File: config.mk
export PLATFORM = sky130hd
export DESIGN_NAME = bandai2003_host
export DESIGN_NICKNAME = d
export VERILOG_FILES = /design/src/rtl/bandai2003_host.sv
export SDC_FILE = /design/constraint.sdc
export NUM_CORES = 1
export LEC_CHECK = 0
export CORE_MARGIN = 2
export CORE_UTILIZATION = 49
export CTS_BUF_LIST = sky130_fd_sc_hd__clkbuf_16
export DETAILED_ROUTE_END_ITERATION = 10
export PLACE_DENSITY = 0.86
export SYNTH_ARGS = -nofsm -noshare
export SYNTH_HDL_FRONTEND = slang
export SYNTH_SLANG_ARGS = --single-unit
File: constraint.sdc
create_clock -name CLK -period 2.43 [get_ports CLK]
set_input_delay 0.243 -clock CLK [delete_from_list [all_inputs] [get_ports CLK]]
set_output_delay 0.243 -clock CLK [all_outputs]
set_load 0.01 [all_outputs]
File: src/rtl/bandai2003_host.sv
// Console-side host for the BANDAI2003 cartridge mapper: sends the 5Ah/A5h unlock,
// receives and checks the 18-bit authentication frame, then runs bank-register cycles.
//
// state   | meaning
// IDLE    | waiting for START
// ACK     | ADDR=5Ah, first unlock byte
// NAK     | ADDR=A5h, second unlock byte
// HUNT    | waiting for the start bit on SO, bounded by BIT_TIMEOUT
// SHIFT   | 16 payload bits, LSB first
// STOP    | stop bit and payload compare
// FAILED  | unlock rejected; START retries
// READY   | unlocked, accepting bank requests
// SETUP   | address/CEn/DQ set up before the strobe
// STROBE  | OEn or WEn low for ACCESS_CYCLES
// HOLD    | strobe released, bus held one cycle
module bandai2003_host #(
    parameter logic [15:0] EXPECT        = 16'h28A0,
    parameter int          BIT_TIMEOUT   = 64,
    parameter int          ACCESS_CYCLES = 2
) (
    input  logic        CLK,
    input  logic        RST,
    input  logic        START,
    input  logic        SO,
    output logic [7:0]  ADDR,
    output logic        CEn,
    output logic        OEn,
    output logic        WEn,
    output logic [7:0]  DQ_OUT,
    output logic        DQ_OE,
    input  logic [7:0]  DQ_IN,
    input  logic        REQ,
    input  logic        REQ_WE,
    input  logic [1:0]  REQ_IDX,
    input  logic [7:0]  REQ_WDATA,
    output logic        ACK,
    output logic [7:0]  RDATA,
    output logic        UNLOCKED,
    output logic        FAIL,
    output logic        BUSY,
    output logic [15:0] WORD
);

    typedef enum logic [3:0] {
        S_IDLE, S_ACK, S_NAK, S_HUNT, S_SHIFT, S_STOP,
        S_FAILED, S_READY, S_SETUP, S_STROBE, S_HOLD
    } state_t;

    localparam logic [7:0] HUNT_LOAD   = 8'(BIT_TIMEOUT);
    localparam logic [7:0] STROBE_LOAD = 8'(ACCESS_CYCLES - 1);

    state_t     state;
    logic [7:0] cnt;
    logic       acc_we;

    always_ff @(posedge CLK) begin
        if (RST) begin
            state    <= S_IDLE;
            cnt      <= 8'd0;
            acc_we   <= 1'b0;
            ADDR     <= 8'h00;
            CEn      <= 1'b1;
            OEn      <= 1'b1;
            WEn      <= 1'b1;
            DQ_OUT   <= 8'h00;
            DQ_OE    <= 1'b0;
            ACK      <= 1'b0;
            RDATA    <= 8'h00;
            UNLOCKED <= 1'b0;
            FAIL     <= 1'b0;
            BUSY     <= 1'b0;
            WORD     <= 16'h0000;
        end else begin
            ACK <= 1'b0;
            case (state)
                S_IDLE: begin
                    if (START) begin
                        state <= S_ACK;
                        ADDR  <= 8'h5A;
                        WORD  <= 16'h0000;
                        BUSY  <= 1'b1;
                    end
                end
                S_ACK: begin
                    state <= S_NAK;
                    ADDR  <= 8'hA5;
                end
                S_NAK: begin
                    state <= S_HUNT;
                    ADDR  <= 8'h00;
                    cnt   <= HUNT_LOAD;
                end
                S_HUNT: begin
                    if (!SO) begin
                        state <= S_SHIFT;
                        cnt   <= 8'd15;
                    end else if (cnt == 8'd0) begin
                        state <= S_FAILED;
                        FAIL  <= 1'b1;
                        BUSY  <= 1'b0;
                    end else begin
                        cnt <= cnt - 8'd1;
                    end
                end
                S_SHIFT: begin
                    WORD <= {SO, WORD[15:1]};
                    if (cnt == 8'd0) state <= S_STOP;
                    else             cnt   <= cnt - 8'd1;
                end
                S_STOP: begin
                    BUSY <= 1'b0;
                    if (!SO && WORD == EXPECT) begin
                        state    <= S_READY;
                        UNLOCKED <= 1'b1;
                    end else begin
                        state <= S_FAILED;
                        FAIL  <= 1'b1;
                    end
                end
                S_FAILED: begin
                    if (START) begin
                        state <= S_ACK;
                        FAIL  <= 1'b0;
                        ADDR  <= 8'h5A;
                        WORD  <= 16'h0000;
                        BUSY  <= 1'b1;
                    end
                end
                S_READY: begin
                    // a request landing on the ACK cycle is dropped, not queued
                    if (REQ && !ACK) begin
                        state  <= S_SETUP;
                        acc_we <= REQ_WE;
                        ADDR   <= {6'b110000, REQ_IDX};
                        CEn    <= 1'b0;
                        DQ_OE  <= REQ_WE;
                        if (REQ_WE) DQ_OUT <= REQ_WDATA;
                        BUSY   <= 1'b1;
                    end
                end
                S_SETUP: begin
                    state <= S_STROBE;
                    cnt   <= STROBE_LOAD;
                    if (acc_we) WEn <= 1'b0;
                    else        OEn <= 1'b0;
                end
                S_STROBE: begin
                    if (cnt == 8'd0) begin
                        state <= S_HOLD;
                        OEn   <= 1'b1;
                        WEn   <= 1'b1;
                        if (!acc_we) RDATA <= DQ_IN;
                    end else begin
                        cnt <= cnt - 8'd1;
                    end
                end
                S_HOLD: begin
                    state <= S_READY;
                    ACK   <= 1'b1;
                    CEn   <= 1'b1;
                    DQ_OE <= 1'b0;
                    ADDR  <= 8'h00;
                    BUSY  <= 1'b0;
                end
                default: state <= S_IDLE;
            endcase
        end
    end

endmodule

==> flow_summary.toml, run 1 <==
[sta]
fin_crit_ns = 2.23
finalCritPeriodShare = 0.919
worst_pin_slew_ns = 0.628
clock-skew-final_ns = 0.00831
final_hold_viol_count = 0
setup_violations = 0
max_slew_margin = 0.580
timing.fmax_mhz = 448
setup_slack_ns = 0.197
fin_tns_setup_ns = 0
timing.final.max_slew_violations = 0
rsz0062_at_grt = "false"

[floorplanning]
pin_count = 72
core_area_um2 = 5570
row_count = 27
fp.dieW_um = 80.5
initial_core_util = 0.514
die_area_um2 = 6480
die_y_um = 80.5

[detailed_routing]
vias = 2836
viasPerCell = 5.84
wl_um = 8040
wire_per_inst_um = 16.5
drt_iter0_drc = 267
detail-route-antenna-nets = 0
drc = 0
drt_first_pass_iters = 5

[synthesis]
yosys_warnings = 0
syn-num-nets = 361
syn_area_um2 = 2870
synth-edff-count = 0
yosysSeqAreaShare = 0.412
synth_top_area_share = 0.412
synthTopCellsByArea = "dfxtp_1, nor2_1, mux2i_1, a22oi_1, a21oi_1"
synth_cells = 335
synth_area_per_cell_um2 = 8.55
ys_ff_latch = 59
yosysTopAreaCell = "dfxtp_1"
yosysUniqueCellTypes = 63
ys.flop_type = "dfxtp_1"
async_reset_ff_frac = 0

[global_routing]
grt_max_degree = 30
grt_use_total = 0.263
antenna_found_initial = 0
grt_pass1_wl_um = 13000
grt_pass1_vias = 2734
gr-total-overflow = 0

[cells_and_area]
fill_cells = 428
drive_above_1_share = 0.0990
final_common_cell = "clkdlybuf4s50_1"
fin_area_um2 = 3960
stdcell_count = 486
antennaDiodeCount = 0
final_cell_mix = "clkdlybuf4s50_1, dfxtp_1, nor2_1"
synthToLayoutAreaGrowth_pct = 38.3
nets = 435

[setup_path]
rr_worst_depth = 5
cp.arrival_ns = 2.49
crit_fanout = 17
start_kind = "register"
end_kind = "register"
r2r_slack_ns = 0.20
worst_r2r_endpoint = "state[0]"
r2r-start = "state[1]"
required_ns = 2.69
path_class = "reg2reg"

[worst_hold_path]
hold_path_class = "in2reg"
min-delay-start = "RST"
min_delay_path_depth = 2
hold_path_end = "RDATA[5]"

[clocking]
cts_max_level = 3
clock_sinks = 59
cts_resized = 0
cts_root_buffer = "clkbuf_16"
ctsHoldBuffers = 0
cts_tree = "built"
clk_pin_slew_ns = 0.05
cts_buffers = 9
clock_latency_ns = 0.33
cts_setup_buffers = 0
cts_buffer_depth = 2

[pwr]
p_int_mw = 2.56
pwr-share-comb = 0.355
power.total_mw = 3.94
peakVddDrop_mv = 0.695
power_frac_clock = 0.333
switching_share = 0.348
switchingPower_mw = 1.37
power_leakage_nw = 1.48
p_seq_frac = 0.312
p_per_area_nw_per_um2 = 993

[placed_design]
dp_cells = 470
io_buffer_count = 71
routabilityCongestion = 0.897
dp_hpwl_um = 5390
pre_cts_slack_ns = 0.178
postPlaceCellArea_um2 = 3650

[job]
cap_violations = 0

[status]
status = "completed"
[cell usage after synthesis (all sizes together) (3+ instances only)]
master	instances
inv	7
nor3b	3
a31oi	4
nor4b	3
and2	3
nor2	55
a22oi	17
nor2b	11
o32ai	3
clkbuf	7
nand2	21
o21ai	19
nand2b	5
mux2i	19
dfxtp	59
nor3	11
nand3	7
buf	16
a21oi	20
[registers in the layout (all words and copies together), names as in the netlist, 4 cells and up]
register  flops
WORD         16
RDATA         8
cnt           8
DQ_OUT        8
ADDR          6
state         4
[cells by family (layout without fill, tap and decap cells)]
logic type      after synthesis  after routing  synth area share
compound gates               85             85             0.197
xor+xnor                      2              2           0.00611
fa+ha+maj                     3              3            0.0122
buf+inv                      31            110            0.0524
flops                        59             59             0.412
mux                          21             21            0.0742
simple gates                134            134             0.246
[area by class of cell]
type / instances / area [um2] / share of cell area
clock inverters: 7 / 83.8 / 0.0212
well taps: 72 / 90.1 / 0.0227
repair buffers: 86 / 818 / 0.207
clock buffers: 9 / 225 / 0.0568
inverters: 8 / 30.0 / 0.00758
flip-flops and latches: 59 / 1180 / 0.298
multi-input cells: 245 / 1530 / 0.387
[worst max-delay path by stage]
| stage | from | endpoint | slack (ns) | depth (start not counted) |
|---|---|---|---|---|
| floorplan | cnt[1] | state[2] | 0.66 | 9 |
| global placement | SO | state[0] | 0.25 | 6 |
| detailed placement | SO | state[0] | 0.18 | 6 |
| CTS | state[1] | state[0] | 0.23 | 5 |
| global route | state[1] | state[0] | 0.07 | 5 |
| finish | state[1] | state[0] | 0.20 | 5 |
[critical path, cell delays in order, from the launching register on]
cell	delay (ns)
dfxtp_1	0.71
and4bb_1	0.29
a311oi_2	0.33
nor2_1	0.19
or4_1	0.51
a21oi_1	0.14
[power by group through the flow]
stage	combinational, mW	clock (mW)	sequential [mW]
global placement	1.30	0	1.23
CTS	1.37	1.32	1.22
finish	1.40	1.31	1.23
detailed placement	1.34	0	1.24
floorplan	0.971	0	1.20
global route	1.53	1.37	1.24
[stage by stage]
stage	utilization	hold slack (ns)
after detailed placement	0.655	0.457
after global routing	0.711	0.376
after global placement	0.655	0.453
final	0.711	0.359
after CTS	0.711	0.358
after floorplan	-	0.387
[layer usage]
metal,track usage,up-vias,share of wire
met5,0,-,0
met4,0.131,0,0.022
met2,0.417,124,0.49
met1,0.327,1338,0.42
li1,-,1356,-
met3,0.0753,18,0.067
No activity file was read; power rests on OpenSTA's default activity.
==> run 2: changes to the inputs <==
--- a/config.mk
+++ b/config.mk
@@ -5,6 +5,7 @@
 export SDC_FILE = /design/constraint.sdc
 export NUM_CORES = 1
 export LEC_CHECK = 0
+export ABC_AREA = 1
 export CORE_MARGIN = 2
 export CORE_UTILIZATION = 49
 export CTS_BUF_LIST = sky130_fd_sc_hd__clkbuf_16
==> run 2 against run 1 <==
Worst setup slack improved by 0.56 ns. Sequential power about the same. Power increased by 2.0%. Global-route usage decreased by 2.8 points. Register-to-register slack improved by 0.56 ns. Maximum frequency increased by 33%. Synthesized cell count increased by 18%. Die area decreased by 2.9%. Via count decreased by 4.1%. Largest cell class unchanged.
==> flow_summary.toml, run 2 <==
[global_routing]
antenna_found_initial = 0
grt_pass1_wl_um = 11600
gr-total-overflow = 0
grt_pass1_vias = 2655
grt_use_total = 0.236
grt_max_degree = 37

[pwr]
pwr-share-comb = 0.363
p_int_mw = 2.57
switchingPower_mw = 1.44
switching_share = 0.359
peakVddDrop_mv = 0.554
p_per_area_nw_per_um2 = 1050
power_leakage_nw = 1.62
p_seq_frac = 0.303
power_frac_clock = 0.334

[sta]
clock-skew-final_ns = 0.00481
fin_crit_ns = 1.68
setup_violations = 0
timing.final.max_slew_violations = 0
worst_pin_slew_ns = 0.631
rsz0062_at_grt = "false"
setup_slack_ns = 0.752
finalCritPeriodShare = 0.690
timing.fmax_mhz = 596
final_hold_viol_count = 0
max_slew_margin = 0.579
fin_tns_setup_ns = 0

[floorplanning]
pin_count = 72
core_area_um2 = 5510
die_y_um = 79.3
initial_core_util = 0.504
die_area_um2 = 6290
row_count = 27
fp.dieW_um = 79.3

[detailed_routing]
wl_um = 6900
drt_iter0_drc = 110
detail-route-antenna-nets = 0
viasPerCell = 5.02
drc = 0
wire_per_inst_um = 12.7
drt_first_pass_iters = 4
vias = 2719

[synthesis]
yosys_warnings = 0
synth_top_area_share = 0.425
synth_area_per_cell_um2 = 7.05
yosysSeqAreaShare = 0.425
ys_ff_latch = 59
synthTopCellsByArea = "dfxtp_1, inv_1, nand2_1, nor2_1, a21oi_1"
yosysUniqueCellTypes = 28
syn_area_um2 = 2780
synth.most_common_cell = "inv_1"
synth-edff-count = 0
syn-num-nets = 420
synth_commonest_cells = "inv_1, nand2_1, dfxtp_1"
ys.flop_type = "dfxtp_1"
async_reset_ff_frac = 0
yosysTopAreaCell = "dfxtp_1"
synth_cells = 394

[setup_path]
path_buf_inv = 1
required_ns = 2.63
crit_fanout = 16
start_kind = "register"
end_kind = "register"
path_class = "reg2reg"
crit_family = "simple AND/OR/NAND/NOR gates"
slowest_delay_ns = 0.35
cp.arrival_ns = 1.88
slowest_stage = "dfxtp_1"
crit_chain = "nor2_1 > nand2_1 > nand2_4 > nand2_2 > nand2_2 > o22ai_1 > inv_1 > nor2_1"

[placed_design]
pre_cts_slack_ns = 0.741
io_buffer_count = 71
dp_hpwl_um = 4890
routabilityCongestion = 0.883
postPlaceCellArea_um2 = 3510

[cells_and_area]
final_cell_mix = "clkdlybuf4s50_1, inv_1, nand2_1"
final_util = 0.696
drive_above_1_share = 0.100
fin_area_um2 = 3830
largest_reg_flops = 16
nets = 491
top_register = "WORD"
antennaDiodeCount = 0
final_common_cell = "clkdlybuf4s50_1"
synthToLayoutAreaGrowth_pct = 38.0

[clocking]
cts_tree = "built"
cts_buffer_depth = 2
cts_max_level = 3
ctsHoldBuffers = 0
cts_root_buffer = "clkbuf_16"
cts_setup_buffers = 0
cts_buffers = 9
clk_pin_slew_ns = 0.06
clock_sinks = 59
clock_latency_ns = 0.33
cts_resized = 0

[worst_hold_path]
hold_path_class = "reg2reg"

[status]
status = "completed"

[job]
cap_violations = 0
## run 2: layer usage
metal,share of wire,GRT usage,vias to the layer above
li1,-,-,1381
met1,0.43,0.270,1233
met2,0.47,0.387,91
met3,0.081,0.0989,14
met4,0.017,0.0966,0
met5,0,0,-
## run 2: layout make-up
class	count	area, um2
Timing Repair Buffer	72	718
Sequential cell	59	1180
Inverter	75	282
Clock inverter	7	92.6
Tap cell	72	90.1
Fill cell	433	1670
Clock buffer	9	225
Multi-Input combinational cell	248	1240
## run 2: cells by family (layout without fill, tap and decap cells)
kind of cell	after synthesis	after routing	synth area share
buffers and inverters	87	163	0.127
flip-flops	59	59	0.425
XOR/XNOR	4	4	0.0126
adder cells (fa/ha/maj)	2	2	0.00901
AO/OA/AOI/OAI	74	74	0.148
AND/OR/NAND/NOR	168	168	0.278
## run 2: tightest hold or removal path, cell delays in order, from the launching register on
cell	delay, ns
dfxtp_1	0.31
inv_1	0.05
a21oi_1	0.05
## run 2: final timing paths
check	start	to	slack (ns)	depth (start not counted)
max	state[1]	WORD[13]	0.75	8
min	RDATA[0]	RDATA[0]	0.45	2
max reg2reg	state[1]	WORD[13]	0.75	8
min reg2reg	RDATA[0]	RDATA[0]	0.45	2
## run 2: metrics by stage
stage	power, mW	instances	hold WS [ns]
global placement	2.64	526	0.431
global route	4.28	542	0.468
CTS	4.02	542	0.451
detailed placement	2.67	526	0.442
floorplan	2.27	394	0.388
finish	4.01	542	0.451
## run 2: power groups by stage
| stage | Combinational (mW) | Sequential [mW] | Clock [mW] |
|---|---|---|---|
| floorplan | 1.02 | 1.25 | 0 |
| CTS | 1.45 | 1.21 | 1.36 |
| global placement | 1.41 | 1.23 | 0 |
| finish | 1.46 | 1.22 | 1.34 |
| global route | 1.64 | 1.23 | 1.41 |
| detailed placement | 1.44 | 1.23 | 0 |
